[src/rtl/seq_stage_ctrl_if.sv]
// Control/status bundle between the SEQ stage sequencer and its environment.
// master = the sequencer, slave = the datapath/memory side driving its inputs.
interface seq_stage_ctrl_if #(
    parameter int unsigned CNT_W = 32
);
    logic             start;
    logic             stop;
    logic [3:0]       icode;
    logic             instr_valid;
    logic             imem_error;
    logic             mem_ready;
    logic             dmem_error;
    logic             fetch_en;
    logic             decode_en;
    logic             execute_en;
    logic             memory_en;
    logic             wb_en;
    logic             pc_en;
    logic             mem_req;
    logic [1:0]       stat;
    logic             busy;
    logic             halted;
    logic [CNT_W-1:0] cycle_cnt;
    logic [CNT_W-1:0] instr_cnt;

    modport master (
        input  start, stop, icode, instr_valid, imem_error, mem_ready, dmem_error,
        output fetch_en, decode_en, execute_en, memory_en, wb_en, pc_en, mem_req,
               stat, busy, halted, cycle_cnt, instr_cnt
    );

    modport slave (
        output start, stop, icode, instr_valid, imem_error, mem_ready, dmem_error,
        input  fetch_en, decode_en, execute_en, memory_en, wb_en, pc_en, mem_req,
               stat, busy, halted, cycle_cnt, instr_cnt
    );
endinterface

[src/rtl/seq_stage_ctrl.sv]
// Multi-cycle Y86-64 SEQ sequencer: one stage enable per cycle, data memory handshake
// with timeout, sticky HALT with status code, busy-cycle and retired-instruction counters.
module seq_stage_ctrl #(
    parameter int unsigned CNT_W       = 32,
    parameter int unsigned MEM_TIMEOUT = 16
) (
    input  logic                clk,
    input  logic                reset,
    seq_stage_ctrl_if.master    bus
);

    localparam int unsigned WAIT_W = (MEM_TIMEOUT > 1) ? $clog2(MEM_TIMEOUT) : 1;

    localparam logic [1:0] STAT_AOK = 2'd0;
    localparam logic [1:0] STAT_HLT = 2'd1;
    localparam logic [1:0] STAT_ADR = 2'd2;
    localparam logic [1:0] STAT_INS = 2'd3;

    typedef enum logic [2:0] {
        StIdle,
        StFetch,
        StDecode,
        StExecute,
        StMemory,
        StWriteback,
        StPcupdate,
        StHalt
    } state_e;

    state_e            state_q, state_d;
    logic [1:0]        stat_q, stat_d;
    logic [WAIT_W-1:0] wait_q, wait_d;
    logic [CNT_W-1:0]  cycle_cnt_q, instr_cnt_q;
    logic              retire;
    logic              mem_icode;
    logic              busy;

    assign mem_icode = bus.icode inside {4'h4, 4'h5, 4'h8, 4'h9, 4'hA, 4'hB};
    assign busy      = (state_q != StIdle) && (state_q != StHalt);

    always_ff @(posedge clk or posedge reset) begin
        if (reset) begin
            state_q     <= StIdle;
            stat_q      <= STAT_AOK;
            wait_q      <= '0;
            cycle_cnt_q <= '0;
            instr_cnt_q <= '0;
        end else begin
            state_q <= state_d;
            stat_q  <= stat_d;
            wait_q  <= wait_d;
            if (busy) begin
                cycle_cnt_q <= cycle_cnt_q + CNT_W'(1);
            end
            if (retire) begin
                instr_cnt_q <= instr_cnt_q + CNT_W'(1);
            end
        end
    end

    always_comb begin
        state_d = state_q;
        stat_d  = stat_q;
        wait_d  = '0;
        retire  = 1'b0;
        case (state_q)
            StIdle: begin
                if (bus.start) state_d = StFetch;
            end
            StFetch: begin
                if (bus.imem_error) begin
                    state_d = StHalt;
                    stat_d  = STAT_ADR;
                end else if (!bus.instr_valid || bus.icode > 4'hB) begin
                    state_d = StHalt;
                    stat_d  = STAT_INS;
                end else if (bus.icode == 4'h0) begin
                    state_d = StHalt;
                    stat_d  = STAT_HLT;
                end else begin
                    state_d = StDecode;
                end
            end
            StDecode:  state_d = StExecute;
            StExecute: state_d = StMemory;
            StMemory: begin
                if (!mem_icode) begin
                    state_d = StWriteback;
                end else if (bus.mem_ready) begin
                    // A data fault skips writeback, so the instruction never retires.
                    if (bus.dmem_error) begin
                        state_d = StHalt;
                        stat_d  = STAT_ADR;
                    end else begin
                        state_d = StWriteback;
                    end
                end else if (wait_q == WAIT_W'(MEM_TIMEOUT - 1)) begin
                    state_d = StHalt;
                    stat_d  = STAT_ADR;
                end else begin
                    wait_d = wait_q + WAIT_W'(1);
                end
            end
            StWriteback: state_d = StPcupdate;
            StPcupdate: begin
                retire  = 1'b1;
                state_d = bus.stop ? StIdle : StFetch;
            end
            StHalt:  state_d = StHalt;
            default: state_d = StIdle;
        endcase
    end

    always_comb begin
        bus.fetch_en   = 1'b0;
        bus.decode_en  = 1'b0;
        bus.execute_en = 1'b0;
        bus.memory_en  = 1'b0;
        bus.wb_en      = 1'b0;
        bus.pc_en      = 1'b0;
        bus.mem_req    = 1'b0;
        case (state_q)
            StFetch:     bus.fetch_en   = 1'b1;
            StDecode:    bus.decode_en  = 1'b1;
            StExecute:   bus.execute_en = 1'b1;
            StMemory: begin
                bus.memory_en = 1'b1;
                bus.mem_req   = mem_icode;
            end
            StWriteback: bus.wb_en      = 1'b1;
            StPcupdate:  bus.pc_en      = 1'b1;
            default: ;
        endcase
    end

    assign bus.stat      = stat_q;
    assign bus.busy      = busy;
    assign bus.halted    = (state_q == StHalt);
    assign bus.cycle_cnt = cycle_cnt_q;
    assign bus.instr_cnt = instr_cnt_q;

endmodule

[src/flat_wrapper.sv]
// flat-port wrapper written by rule: the top's interface ports become plain ports
module seq_stage_ctrl_flat 
#(
    parameter int unsigned CNT_W       = 32,
    parameter int unsigned MEM_TIMEOUT = 16
)
  (clk, reset, bus_start, bus_stop, bus_icode, bus_instr_valid, bus_imem_error, bus_mem_ready, bus_dmem_error, bus_fetch_en, bus_decode_en, bus_execute_en, bus_memory_en, bus_wb_en, bus_pc_en, bus_mem_req, bus_stat, bus_busy, bus_halted, bus_cycle_cnt, bus_instr_cnt);
  seq_stage_ctrl_if #(.CNT_W(CNT_W)) bus_i ();
  input  logic clk;
  input  logic reset;
  input wire logic [$bits(bus_i.start)-1:0] bus_start;
  input wire logic [$bits(bus_i.stop)-1:0] bus_stop;
  input wire logic [$bits(bus_i.icode)-1:0] bus_icode;
  input wire logic [$bits(bus_i.instr_valid)-1:0] bus_instr_valid;
  input wire logic [$bits(bus_i.imem_error)-1:0] bus_imem_error;
  input wire logic [$bits(bus_i.mem_ready)-1:0] bus_mem_ready;
  input wire logic [$bits(bus_i.dmem_error)-1:0] bus_dmem_error;
  output wire logic [$bits(bus_i.fetch_en)-1:0] bus_fetch_en;
  output wire logic [$bits(bus_i.decode_en)-1:0] bus_decode_en;
  output wire logic [$bits(bus_i.execute_en)-1:0] bus_execute_en;
  output wire logic [$bits(bus_i.memory_en)-1:0] bus_memory_en;
  output wire logic [$bits(bus_i.wb_en)-1:0] bus_wb_en;
  output wire logic [$bits(bus_i.pc_en)-1:0] bus_pc_en;
  output wire logic [$bits(bus_i.mem_req)-1:0] bus_mem_req;
  output wire logic [$bits(bus_i.stat)-1:0] bus_stat;
  output wire logic [$bits(bus_i.busy)-1:0] bus_busy;
  output wire logic [$bits(bus_i.halted)-1:0] bus_halted;
  output wire logic [$bits(bus_i.cycle_cnt)-1:0] bus_cycle_cnt;
  output wire logic [$bits(bus_i.instr_cnt)-1:0] bus_instr_cnt;
  assign bus_i.start = bus_start;
  assign bus_i.stop = bus_stop;
  assign bus_i.icode = bus_icode;
  assign bus_i.instr_valid = bus_instr_valid;
  assign bus_i.imem_error = bus_imem_error;
  assign bus_i.mem_ready = bus_mem_ready;
  assign bus_i.dmem_error = bus_dmem_error;
  assign bus_fetch_en = bus_i.fetch_en;
  assign bus_decode_en = bus_i.decode_en;
  assign bus_execute_en = bus_i.execute_en;
  assign bus_memory_en = bus_i.memory_en;
  assign bus_wb_en = bus_i.wb_en;
  assign bus_pc_en = bus_i.pc_en;
  assign bus_mem_req = bus_i.mem_req;
  assign bus_stat = bus_i.stat;
  assign bus_busy = bus_i.busy;
  assign bus_halted = bus_i.halted;
  assign bus_cycle_cnt = bus_i.cycle_cnt;
  assign bus_instr_cnt = bus_i.instr_cnt;
  seq_stage_ctrl #(.CNT_W(CNT_W), .MEM_TIMEOUT(MEM_TIMEOUT)) u_core (.clk(clk), .reset(reset), .bus(bus_i));
endmodule
[config.mk]
export PLATFORM = sky130hd
export DESIGN_NAME = seq_stage_ctrl_flat
export DESIGN_NICKNAME = d
export VERILOG_FILES = /design/src/rtl/seq_stage_ctrl_if.sv /design/src/rtl/seq_stage_ctrl.sv /design/src/flat_wrapper.sv
export SDC_FILE = /design/constraint.sdc
export NUM_CORES = 1
export LEC_CHECK = 0
export CAP_MARGIN = 20
export CORE_AREA = 2 2 77 79
export CTS_CLUSTER_DIAMETER = 80
export CTS_CLUSTER_SIZE = 10
export DETAILED_ROUTE_END_ITERATION = 16
export DIE_AREA = 0 0 79 81
export DONT_BUFFER_PORTS = 1
export GPL_TIMING_DRIVEN = 0
export HOLD_SLACK_MARGIN = 0.05
export PLACE_DENSITY = 0.78
export SLEW_MARGIN = 20
export SYNTH_ARGS = -nofsm -noshare
export SYNTH_HDL_FRONTEND = slang
export SYNTH_SLANG_ARGS = --single-unit
[constraint.sdc]
create_clock -name clk -period 3.3 [get_ports clk]
set_input_delay 0.825 -clock clk [delete_from_list [all_inputs] [get_ports clk]]
set_output_delay 0.825 -clock clk [all_outputs]
set_load 0.03 [all_outputs]
After elaboration in Yosys (flattened, before gate mapping)
Index checks and enable logic that the tools add are counted.

Flip-flop bits (word level): 73. Output and inout bits: 75. Logic and storage cells: 69.

Add/sub/neg operators: 3. Magnitude comparators: 1. Eq/ne operators: 21. Multiplexer cells: 29. Reductions and logical operators: 10.

Operator list (count): $add A32 B1 Y32 const B (2); $pmux W3 S8 (1); $mux W3 (7); $eq A4 B4 Y1 const B (5); $mux W2 (8); $mux W4 (4); $eq A3 B3 Y1 const B (4); $eq A4 B3 Y1 const B (2); $mux W1 (8); $eq A3 B2 Y1 const B (2); $ne A3 B3 Y1 const B (2); $reduce_bool A6 Y1 (1); $reduce_and A5 Y1 (1); $add A4 B1 Y4 const B (1); $gt A4 B4 Y1 const B (1); $logic_not A4 Y1 (1); $ne A4 B2 Y1 const B (1); $ne A4 B4 Y1 const B (1); $pmux W2 S2 (1); $eq A3 B1 Y1 const B (1); $logic_not A3 Y1 (1); $ne A3 B2 Y1 const B (1); $reduce_bool A3 Y1 (1); $ne A2 B1 Y1 const B (1); other kinds (6) (6).

Longest topological paths before layout
Word-level depth: 5. Mapped depth: 6. Mapped depth without buffers: 6.

Worst setup path before layout
OpenSTA, ideal clock, no wires.

Path type: reg2out. Start: reg u_core.state_q[2]. End: out bus_mem_req. Arrival: 1.963 ns. Data required time: 2.475 ns. Setup slack: 0.512 ns. Stages on the path, launching flop included: 5. Cells stage by stage: dfrtp_1 -> buf_2 -> nor3b_1 -> o21ai_1 -> inv_1.

Word-level cells in the longest chain between the ends: 2.

Ends and longest elaborated chain: start: declaration (RTL line seq_stage_ctrl.sv:30) `state_e state_q, state_d;`; start signal: assignment (RTL line seq_stage_ctrl.sv:43) `state_q <= StIdle;`; start signal: assignment (RTL line seq_stage_ctrl.sv:49) `state_q <= state_d;`; $eq A3 B3 Y1 (RTL line seq_stage_ctrl.sv:122) `case (state_q)`; $mux W1 (RTL line seq_stage_ctrl.sv:122); end: declaration (RTL line flat_wrapper.sv:24) `output wire logic [$bits(bus_i.mem_req)-1:0] bus_mem_req;`.

No other way between the ends.

Final worst setup path
Same ends and word-level chain as after synthesis.

==> impl_results.md <==
- Max Fclk: 342 MHz
- Initial Utilization: 60.8%
- Synth async-reset ratio: 100%
- Vias in the first global route: approximately 2300
- Net count after synthesis: 328
- Register area share after synthesis: between 50% and 60%
- Relative slew slack: a little under two fifths
- Post-Synthesis Cells: approximately 310
- GP Congestion: 0.725
- Power per cell area: 670 mW/mm²
- Final net count: 340
- HP Class: input pin to async pin
- Element type at the critical path end: output port
- Final ANT Viol Nets: 0
- Syn Area/Cell: 11.0 µm²
- Post-CTS setup buffers: 0
- Most common flop cell mapped by yosys: dfrtp_1
- Clock transition at the registers of the reported paths: 90 ps
- Crit-path cells: buf_2 -> nor3b_2 -> o21ai_1 -> inv_1
- Post-DP HPWL: between 4000 and 5000 µm
- Drt first-iter violations: 92
- Global-route wire length before repair: 10400 µm
- Count of unique library cells instantiated by Yosys: 42
- Routed len/inst: 15.7 µm
- Final Setup Violations: 0
- H-tree depth: 3
- Leak: 0.00173 µW
- IO Pins: 87
- Largest net degree at the start of global routing: 50
- Post-synth EDFFs: 0
- Gr ovfl total: 0
- Setup TNS: 0 ps
- Vias/cell: 5.75
- Synth Register Bits: 73
- Type of origin of the critical path: register
- Synth warn: 0
- Outcome: complete, no violations
- CTS Sinks: 73
- Area leader, netlist: dfrtp_1
- Core Area: 0.00568 mm²
- PnR Total Power: 2520 µW
- Final period util: 88.5%
- N_diodes: 0
- Num CTS Buffers: 9
- Req. time, crit path: 2470 ps
- CP arrival: between 2000 and 2500 ps
- Top post-synthesis cells by area: dfrtp_1 53%, xnor2_1 11%, xor2_1 5.1%, nand3_1 3.8%, nand2_1 3.2%
- Clk_lat worst skew: 350 ps
- Final Hold Viols: 0
- Cell row count: 28
- Via count: approximately 2300
- Die area: 0.00640 mm²
- GRT Util Overall: 21.0%
- Crit path max fanout: 10
- CP peak stage delay: 550 ps
- CTS tree: built
- CTS Hold Buffers Added: 0
- Root Driver: clkbuf_8
- Drt first pass iters: 4
- Area Overhead vs Synth: 9.25%
- Clk_skew: 14.5 ps
- Max Cap Viol: 0
- Number of port buffers: 0
- Mapped Area: 0.00345 mm²
- Final WL: approximately 6400 µm
- RSZ-0062 raised after global routing: no
- Setup CP Type: register to output port
- CTS Buffer Depth: 2
- Die height: 81 µm
- Top cell type's share of synthesized area: 53.0%
- Layout cell share with drive strength beyond 1: approximately a tenth
- Maximum vdd drop: roughly 0.47 mV
- Die span in x: 79 µm
- Antenna violations before repair: 0
- Slowest-stage cell, CP: nor3b_2
- Minimum clock period: just under 3000 ps
- Max-slew violation count: 0
- Worst Tran Pin Value: 937 ps
- # DRC: 0
cells in the final DEF, fill, tap and decap left out, types with 2 or more instances in the layout:
master / count
a211oi_1: 2
and2_1: 4
and3_1: 14
and4_1: 9
clkbuf_1: 4
clkbuf_8: 11
clkinv_4: 2
dfrtp_1: 73
ha_1: 3
inv_1: 8
nand2_1: 29
nand2b_1: 2
nand3_1: 26
nand4_1: 10
nor2_1: 21
nor2b_1: 2
nor3_1: 6
nor3_2: 3
nor3b_1: 3
nor4_4: 2
o21ai_0: 4
xnor2_1: 45
xor2_1: 20
per-layer routing:
metal / up-vias / wire, µm / GRT usage [%]
li1: 1099 / - / -
met1: 1145 / 2860 / 26.3
met2: 71 / 2950 / 33.1
met3: 12 / 444 / 7.78
met4: 0 / 104 / 8.79
met5: - / 0 / 0
path summary, 6_finish.rpt:
check                      slack (ps)         startpoint  depth (start not counted)                  endpoint
setup / recovery                  380  u_core.state_q[2]                          4               bus_mem_req
hold / removal                    310              reset                          1  u_core.bus.instr_cnt[29]
setup reg to reg                 1100  u_core.state_q[2]                          6         u_core.state_q[1]
hold reg to reg                   480   u_core.wait_q[0]                          1          u_core.wait_q[0]
max in group asynchronous        2440              reset                          2         u_core.state_q[2]
min in group clk                  480   u_core.wait_q[0]                          1          u_core.wait_q[0]
state kept, by name, indices dropped and copies added, names as in the netlist:
signal                count
u_core.bus.cycle_cnt     32
u_core.bus.instr_cnt     32
u_core.bus.stat           2
u_core.state_q            3
u_core.wait_q             4
what timing repair did:
action                                 CTS  global route
endpoints found under the hold margin    0             0
gates resized for setup                  1             0
setup endpoints to repair                1             0
power breakdown:
part,switching (µW),leakage [µW],internal (µW)
clock,341,0.0000959,318
combinational,357,0.000651,209
sequential,304,0.000985,996
total,1000,0.00173,1520
cell type report:
class                           count  area [µm²]
Buffer                              5        20.0
Clock buffer                       11         151
Clock inverter                      5        38.8
Fill cell                         465        1910
Inverter                            9        36.3
Multi-Input combinational cell    226        1570
Sequential cell                    73        1830
Tap cell                           75        93.8
Timing Repair Buffer                1        27.5
worst max-delay path: cells and delay by family, from the launching register on:
family	cells	cell delay [ps]
DFF	1	430
and+or+nand+nor	1	550
AOI/OAI and AO/OA	1	230
buffers and inverters	2	540
stage by stage:
| step | cell area, µm² | utilization [%] | hold WS [ps] | instances | setup WS (ps) |
|---|---|---|---|---|---|
| finish | 3770 | 66.4 | 309 | 405 | 379 |
| floorplan | 3450 | - | 430 | 313 | 512 |
| global route | 3770 | 66.4 | 325 | 405 | 202 |
| detailed placement | 3570 | 62.9 | 469 | 389 | 314 |
| CTS | 3770 | 66.4 | 313 | 405 | 359 |
| global placement | 3540 | 62.4 | 450 | 388 | -71.6 |
cell usage after synthesis, types with 2 or more instances:
| master | n |
|---|---|
| nand4_1 | 10 |
| nand3_1 | 26 |
| nor2_1 | 21 |
| xnor2_1 | 45 |
| nor3_2 | 3 |
| nor2b_1 | 2 |
| nor4_4 | 2 |
| nand2b_1 | 2 |
| ha_1 | 3 |
| and3_1 | 14 |
| dfrtp_1 | 73 |
| o21ai_0 | 4 |
| and4_1 | 9 |
| a211oi_1 | 2 |
| nand2_1 | 29 |
| and2_1 | 4 |
| inv_1 | 9 |
| nor3b_1 | 4 |
| xor2_1 | 20 |
| nor3_1 | 6 |
| clkbuf_1 | 4 |
cell families (layout without fill, tap and decap cells):
logic type      after synthesis  in the layout  share of synthesized area [%]
simple gates                145            145                           25.1
buf+inv                      14             31                           1.56
xor+xnor                     65             65                           16.5
compound gates               11             11                           2.07
mux                           2              2                          0.653
fa+ha+maj                     3              3                           1.09
flops                        73             73                           53.0
Note: power is estimated with default switching activity, not from simulation.
